$ cat src/rtl/ntt_mdc_pkg.sv
// Shared types and helpers for the MDC NTT pipeline blocks.
package ntt_mdc_pkg;

  typedef enum logic [1:0] {
    IDLE  = 2'd0,
    READ  = 2'd1,
    DRAIN = 2'd2,
    DONE  = 2'd3
  } feeder_state_t;

  // Reverse the low `width` bits of `value`; bits above `width` are cleared.
  function automatic logic [31:0] bitrev(input int unsigned width, input logic [31:0] value);
    logic [31:0] r;
    r = '0;
    for (int unsigned b = 0; b < width; b++) begin
      r[width-1-b] = value[b];
    end
    return r;
  endfunction

endpackage

$ cat src/rtl/ntt_mdc_feeder_shiftreg.sv
// Fixed-depth delay line with synchronous clear.
module shiftreg #(
  parameter int WIDTH = 1,
  parameter int DEPTH = 1
) (
  input  logic             clk,
  input  logic             rst,
  input  logic [WIDTH-1:0] din,
  output logic [WIDTH-1:0] dout
);

  logic [WIDTH-1:0] pipe [DEPTH];

  always_ff @(posedge clk) begin
    if (rst) begin
      for (int unsigned k = 0; k < DEPTH; k++) pipe[k] <= '0;
    end else begin
      pipe[0] <= din;
      for (int unsigned k = 1; k < DEPTH; k++) pipe[k] <= pipe[k-1];
    end
  end

  assign dout = pipe[DEPTH-1];

endmodule

$ cat src/rtl/ntt_mdc_feeder.sv
// Reads one polynomial from a dual-port BRAM and streams it as N/2 coefficient
// pairs into the first MDC stage, in GS (DIF) or CT (DIT) pairing order.
module ntt_mdc_feeder
  import ntt_mdc_pkg::*;
#(
  parameter int LOGQ       = 64,
  parameter int LOGN       = 4,
  parameter int BTF_GS     = 1,
  parameter int DELAY_BRAM = 2
) (
  input  logic            clk,
  input  logic            rst,
  input  logic            go,
  input  logic            intt_in,
  output logic            busy,
  output logic            done,
  output logic            mem_rd_en,
  output logic [LOGN-1:0] mem_raddr_0,
  output logic [LOGN-1:0] mem_raddr_1,
  input  logic [LOGQ-1:0] mem_rdata_0,
  input  logic [LOGQ-1:0] mem_rdata_1,
  output logic            start,
  output logic            intt,
  output logic [LOGQ-1:0] stage_in_0,
  output logic [LOGQ-1:0] stage_in_1
);

  localparam int N_HALF = 2**(LOGN-1);
  localparam int DW     = (DELAY_BRAM > 1) ? $clog2(DELAY_BRAM) : 1;

  feeder_state_t   state, state_next;
  logic [LOGN-2:0] beat;
  logic [DW-1:0]   drain_cnt;
  logic            intt_q;
  logic            valid;
  logic [LOGN-1:0] addr_0, addr_1;

  always_comb begin
    state_next = state;
    busy       = 1'b0;
    done       = 1'b0;
    mem_rd_en  = 1'b0;
    case (state)
      IDLE: if (go) state_next = READ;
      READ: begin
        busy      = 1'b1;
        mem_rd_en = 1'b1;
        if (beat == (LOGN-1)'(N_HALF-1)) state_next = DRAIN;
      end
      DRAIN: begin
        busy = 1'b1;
        if (drain_cnt == DW'(DELAY_BRAM-1)) state_next = DONE;
      end
      DONE: begin
        busy       = 1'b1;
        done       = 1'b1;
        state_next = IDLE;
      end
      default: state_next = IDLE;
    endcase
  end

  always_ff @(posedge clk) begin
    if (rst) begin
      state     <= IDLE;
      beat      <= '0;
      drain_cnt <= '0;
      intt_q    <= 1'b0;
    end else begin
      state <= state_next;
      if (state == IDLE && go) intt_q <= intt_in;
      // beat is N/2-modular, so it is back at 0 when READ ends
      if (state == READ) beat <= beat + 1'b1;
      if (state == DRAIN) begin
        drain_cnt <= (drain_cnt == DW'(DELAY_BRAM-1)) ? '0 : drain_cnt + 1'b1;
      end
    end
  end

  generate
    if (BTF_GS != 0) begin : g_gs
      assign addr_0 = {1'b0, beat};
      assign addr_1 = {1'b1, beat};
    end else begin : g_ct
      assign addr_0 = LOGN'(bitrev(LOGN, 32'({1'b0, beat})));
      assign addr_1 = LOGN'(bitrev(LOGN, 32'({1'b1, beat})));
    end
  endgenerate

  assign mem_raddr_0 = mem_rd_en ? addr_0 : '0;
  assign mem_raddr_1 = mem_rd_en ? addr_1 : '0;

  shiftreg #(
    .WIDTH (1),
    .DEPTH (DELAY_BRAM)
  ) u_valid (
    .clk  (clk),
    .rst  (rst),
    .din  (mem_rd_en),
    .dout (valid)
  );

  assign start      = valid;
  assign intt       = intt_q;
  assign stage_in_0 = valid ? mem_rdata_0 : '0;
  assign stage_in_1 = valid ? mem_rdata_1 : '0;

endmodule

$ cat config.mk
export PLATFORM = sky130hd
export DESIGN_NAME = ntt_mdc_feeder
export DESIGN_NICKNAME = d
export VERILOG_FILES = /design/src/rtl/ntt_mdc_pkg.sv /design/src/rtl/ntt_mdc_feeder_shiftreg.sv /design/src/rtl/ntt_mdc_feeder.sv
export SDC_FILE = /design/constraint.sdc
export NUM_CORES = 1
export LEC_CHECK = 0
export CAP_MARGIN = 5
export CORE_AREA = 2 2 107 109
export DETAILED_ROUTE_END_ITERATION = 10
export DIE_AREA = 0 0 109 111
export GPL_TIMING_DRIVEN = 1
export PLACE_DENSITY = 0.63
export SLEW_MARGIN = 10
export SYNTH_ARGS = -nofsm -noshare
export SYNTH_HDL_FRONTEND = slang
export SYNTH_SLANG_ARGS = --single-unit
$ cat constraint.sdc
create_clock -name clk -period 1.4 [get_ports clk]
set_clock_uncertainty 0.1 [all_clocks]
set_input_delay 0.42 -clock clk [delete_from_list [all_inputs] [get_ports clk]]
set_output_delay 0.42 -clock clk [all_outputs]
set_load 0.02 [all_outputs]
# Word-level counts from Yosys, hierarchy flattened
# Memories as Yosys holds them, arrays and structs flattened.
# Index checks and enable logic that the tools add are counted.
# word_totals
wordCells,37
ramBits,2
register_bits,7
memories,1
output_inout_bits,141
inputBits,132
# memory_table
name,depth,width,read_ports,rd_ports_with_merged_regs,wr,line_no,text
u_valid.pipe,2,1,2,0,2,ntt_mdc_feeder_shiftreg.sv:12,logic [WIDTH-1:0] pipe [DEPTH];
# classes
muxes,17
n_addsub,2
bitwise,2
reduce_logical,4
eq_ne,7
# ops
operator,count
two-way mux 64 bit,2
two-way mux 1 bit,9
one-hot mux 2 bit (4 select lines),1
two-way mux 2 bit,3
"inequality test 2 bit, second input constant",3
"== test 2 bit, second input constant",2
two-way mux 4 bit,1
"adder 3 x 1 -> 3 bit, second input constant",1
"== test 3 bit, second input constant",1
two-way mux 3 bit,1
AND reduction 3 bit,1
OR reduction 3 bit,1
"== test 2 x 1 -> 1 bit, second input constant",1
zero test 2 bit,1
bitwise OR 1 bit,2
"adder 1 bit, second input constant",1
logical AND 1 bit,1

# Logic depth before layout (Yosys ltp)
# logic_depth
word_depth,3
depth_mapped,6
mapped_depth_nobuf,5

# Hierarchy
# Synthesis repeated with hierarchy kept, for this count alone.
# hier_totals
hier_cells,191
hier_area_um2,1356.3
# modules_own_cells
module,n_inst,area_each_um2,cells_per_inst,seq_area_each_um2
ntt_mdc_feeder,1,1303.8,187,140.1
shiftreg,1,52.6,4,40.0

# Worst setup path before layout
# OpenSTA, ideal clock, no wires.
# synth_path
path_kind,register to output
start,register state[1]
end,output port mem_raddr_1[0]
path_slack_ps,-430
required_ps,880
arrival_ps,1310
n_path_buf,2
stages_incl_launch_ff,6
path_cell_list,dfxtp_1 -> inv_1 -> ha_1 -> buf_4 -> and2_1 -> buf_4
# synth_between
elab_chain_cells,3
# synth_rtl
item,line_no,text
start: declaration,ntt_mdc_feeder.sv:31,"feeder_state_t state, state_next;"
start signal: assignment,ntt_mdc_feeder.sv:70,state <= state_next;
== test 2 x 1 -> 1 bit,ntt_mdc_feeder.sv:43,case (state)
two-way mux 1 bit,ntt_mdc_feeder.sv:43,
net mem_rd_en,ntt_mdc_feeder.sv:17,"output logic mem_rd_en,"
two-way mux 4 bit,ntt_mdc_feeder.sv:91,assign mem_raddr_1 = mem_rd_en ? addr_1 : '0;
end: declaration,ntt_mdc_feeder.sv:19,"output logic [LOGN-1:0] mem_raddr_1,"
# The timed path passes the listed nets, and every way through them passes these cells.

==> run summary <==
PLACED DESIGN
-----------------------------------------------------------------------------------------------------
Post-DP HPWL                                                                                  7320 µm
# port buffers                                                                                    271
Post-placement cell area                                                                  0.00451 mm²
RePlAce Congestion                                                                              0.843

YOSYS
-----------------------------------------------------------------------------------------------------
Top flip-flop cell by instance count after synthesis                                          dfxtp_1
Proportion of synthesized chip area in sequential cells                                         13.2%
Cells taking the most area after synthesis                                               and2_1 60%, dfxtp_1 13%, ha_1 5.5%, clkbuf_2 4.4%, buf_4 3.3%
Fraction of synthesized cell area taken by the top area cell type                               60.3%
Share of cell area taken by muxes after synthesis                                               2.21%
Count leader, synth                                                                            and2_1
EDFF count, synth                                                                                   0
Xor and xnor fraction of the mapped netlist area                                                1.29%
Post-synthesis area per instance                                                             7.05 µm²
Simple-gate area share of the yosys netlist                                                     64.8%
Net count after synthesis                                                                         331
Yosys reg bits                                                                                      9
Number of warning messages in the yosys log                                                         0
Dominant combinational cell family by area after synthesis                               simple AND/OR/NAND/NOR gates
Share of the synthesized area in compound gates (AO/OA/AOI/OAI)                                 2.85%
Post-synthesis share of cell area spent on full adders, half adders and majority gates          5.52%
Most frequent cells after synthesis                                                      131 x and2_1, 12 x clkbuf_2, 9 x dfxtp_1, 6 x buf_4, 6 x ha_1
Unique masters post-synth                                                                          22
Library cell occupying the most area in the post-synthesis netlist                             and2_1
Gate count of the mapped netlist                                                                  193
Area of the mapped netlist                                                                0.00136 mm²
FFs w/ async S/R, synth                                                                            0%

ROUTE
-----------------------------------------------------------------------------------------------------
Length of the first detailed-routing pass in iterations                                             4
Number of DRC markers in iteration 0                                                               61
Total detailed-routing wirelength                                                            10100 µm
Detail-routed net length per standard cell                                                    16.0 µm
Vias per cell                                                                                    3.82
Post-detailed-route count of antenna-violating nets                                                 0
DRC Markers                                                                                         0
Vias after detailed routing                                                                      2425

TIMING
-----------------------------------------------------------------------------------------------------
Final worst path period share                                                                    127%
Number of endpoints with negative hold slack in the final report                                    0
Worst Setup Slack, final                                                                    -0.371 ns
Peak clock frequency supported by timing                                                    0.565 GHz
Final setup vio count                                                                             139
Post-route worst hold slack                                                                  0.335 ns
Final critical delay including setup and external delays                                      1.77 ns
Unrepaired setup endpoints after global routing                                                   yes
Final slew viol count                                                                               0

GLOBAL ROUTE
-----------------------------------------------------------------------------------------------------
First-pass GRT wire length                                                                   13400 µm
Maximum number of pins on one net before global-route repair                                       38
Via count of the first global-routing pass                                                       2450
Global-route usage over all layers                                                              14.1%
Total congestion overflow after global routing                                                      0
Number of antenna violations at the first check in global routing                                   4

POWER
-----------------------------------------------------------------------------------------------------
Largest vdd supply drop                                                                      0.643 mV
Leakage power figure                                                                          2.72 nW
Power density relative to cell area                                                        790 mW/mm²

CLOCK NETWORK
-----------------------------------------------------------------------------------------------------
Number of buffers inserted during clock tree synthesis                                              3
Deepest level of the CTS H-tree                                                                     1
Count of hold-fix buffers inserted at cts                                                           0
Clock root buffer                                                                           clkbuf_16
Skew-Pair Late Insertion Delay                                                                0.24 ns
Maximum root-to-sink buffer count                                                                   2
Total number of clock tree sinks                                                                    9
Clock transition at the registers of the reported paths                                       0.04 ns
TritonCTS clock tree                                                                             done

JOB
-----------------------------------------------------------------------------------------------------
Max-cap violations                                                                                  0

WORST SETUP PATH
-----------------------------------------------------------------------------------------------------
Arrival time of the worst setup path                                                          1.25 ns
Critical path class                                                                      flip-flop to output port
Launching point of the worst reg2reg path                                                beat[1]$_SDFFE_PP0N_
Startpoint class of the critical path                                                       flip-flop
Reg-to-reg slack, setup                                                                       0.01 ns
Element type at the critical path end                                                     output port
Worst setup startpoint                                                                   u_valid.pipe[0][1]$_SDFF_PP0_
Req. time, crit path                                                                          0.88 ns
Maximum fanout encountered on the critical timing path                                              5
Worst Reg-to-Reg Cells                                                                              6
Capture instance of the worst register-to-register path                                  state[0]$_SDFFE_PP0P_
Timing endpoint of the critical path                                                     stage_in_0[20]

DIE
-----------------------------------------------------------------------------------------------------
Top-level port count                                                                              273
Vertical die dimension                                                                         111 µm
Row cnt                                                                                            39
Die boundary width                                                                             109 µm
DIE AREA                                                                                   0.0121 mm²
Core footprint                                                                             0.0111 mm²
Initial Util                                                                                    12.3%

FINAL LAYOUT
-----------------------------------------------------------------------------------------------------
Share of layout cells above drive strength 1                                                    67.6%
Layout area overhead                                                                             290%
Layout net count                                                                                  629
Design area                                                                               0.00531 mm²

OUTCOME
-----------------------------------------------------------------------------------------------------
Failing checks                                                                           negative setup slack
Result of the run                                                                        complete, but fails checks

WORST HOLD PATH
-----------------------------------------------------------------------------------------------------
HP Class                                                                                 flip-flop to flip-flop

-- state kept, by name, indices dropped and copies added (netlist names) --
| register | flops |
|---|---|
| beat | 3 |
| state | 2 |
| u_valid.pipe | 2 |
| drain_cnt | 1 |
| intt | 1 |
-- kinds of logic after synthesis --
group | Yosys count
AO/OA/AOI/OAI | 4
adder cells (fa/ha/maj) | 6
XOR/XNOR | 2
other | 1
multiplexers | 3
buffers and inverters | 25
flip-flops | 9
AND/OR/NAND/NOR | 143
-- worst max-delay path, stage by stage, from the launching register on --
cell       delay [ns]
dfxtp_4          0.35
buf_6            0.13
buf_12           0.13
clkbuf_16        0.14
and2_4           0.13
buf_6            0.13
-- worst min path at each step --
| stage | cells after the start | endpoint | startpoint |
|---|---|---|---|
| floorplan | 1 | u_valid.pipe[0][1]$_SDFF_PP0_ | u_valid.pipe[0][0]$_SDFF_PP0_ |
| global placement | 1 | u_valid.pipe[0][1]$_SDFF_PP0_ | u_valid.pipe[0][0]$_SDFF_PP0_ |
| detailed placement | 1 | u_valid.pipe[0][1]$_SDFF_PP0_ | u_valid.pipe[0][0]$_SDFF_PP0_ |
| CTS | 1 | u_valid.pipe[0][1]$_SDFF_PP0_ | u_valid.pipe[0][0]$_SDFF_PP0_ |
| global route | 1 | u_valid.pipe[0][1]$_SDFF_PP0_ | u_valid.pipe[0][0]$_SDFF_PP0_ |
| finish | 1 | u_valid.pipe[0][1]$_SDFF_PP0_ | u_valid.pipe[0][0]$_SDFF_PP0_ |
-- metrics by stage --
stage	instances	setup TNS [ns]	util [%]	worst slack (ns)	power [mW]
floorplan	193	-0.328	-	-0.123	1.63
global placement	604	-97.86	40.7	-0.779	2.83
detailed placement	604	-97.78	40.7	-0.779	2.85
CTS	612	-43.43	43.0	-0.395	3.58
global route	634	-45.26	47.9	-0.400	4.41
finish	635	-41.07	47.9	-0.371	4.19
-- metal layers --
metal  global-route usage (%)  wire length, µm
met3                     5.29             1090
met5                        0               27
met4                     2.48               84
met1                     16.0             3720
met2                     24.9             5220
-- power breakdown --
| part | internal (mW) | switching (mW) | total [mW] |
|---|---|---|---|
| clock | 0.382 | 0.141 | 0.523 |
| combinational | 1.94 | 1.30 | 3.24 |
| sequential | 0.354 | 0.0707 | 0.424 |
-- layout by cell type (no fill, tap or decap) --
master,n
diode_2,2
clkdlybuf4s15_2,1
clkbuf_16,7
and2_1,3
inv_2,1
buf_8,5
mux2i_1,3
o21a_1,1
a31oi_1,1
and2_4,117
nor2b_1,2
buf_2,4
conb_1,1
nand3_1,1
dfxtp_1,4
ha_4,5
xnor2_1,2
inv_4,3
nor2_1,4
buf_12,3
nand2b_1,2
o221a_4,1
dfxtp_4,3
nand2_1,2
ha_2,1
nand2b_4,1
clkbuf_1,1
dfxtp_2,2
dlymetal6s2s_1,27
buf_4,19
a21oi_1,1
dlygate4sd2_1,31
buf_6,147
and2_2,11
clkdlybuf4s50_1,73
-- what timing repair did --
item,4_1_cts,5_1_grt
buffers inserted,4,14
pin swaps,20,12
endpoints found under the setup margin,142,141
cloned,0,10
gates resized for setup,722,293
-- layout make-up --
cell class,instances,area (µm²)
fill,1075,5770
timing repair buffer,314,3400
multi-input combinational,159,1420
sequential,9,194
tap,143,179
clock buffer,4,78.8
inverter,4,22.5
antenna,2,5.00
(Power assumes the default switching activity.)
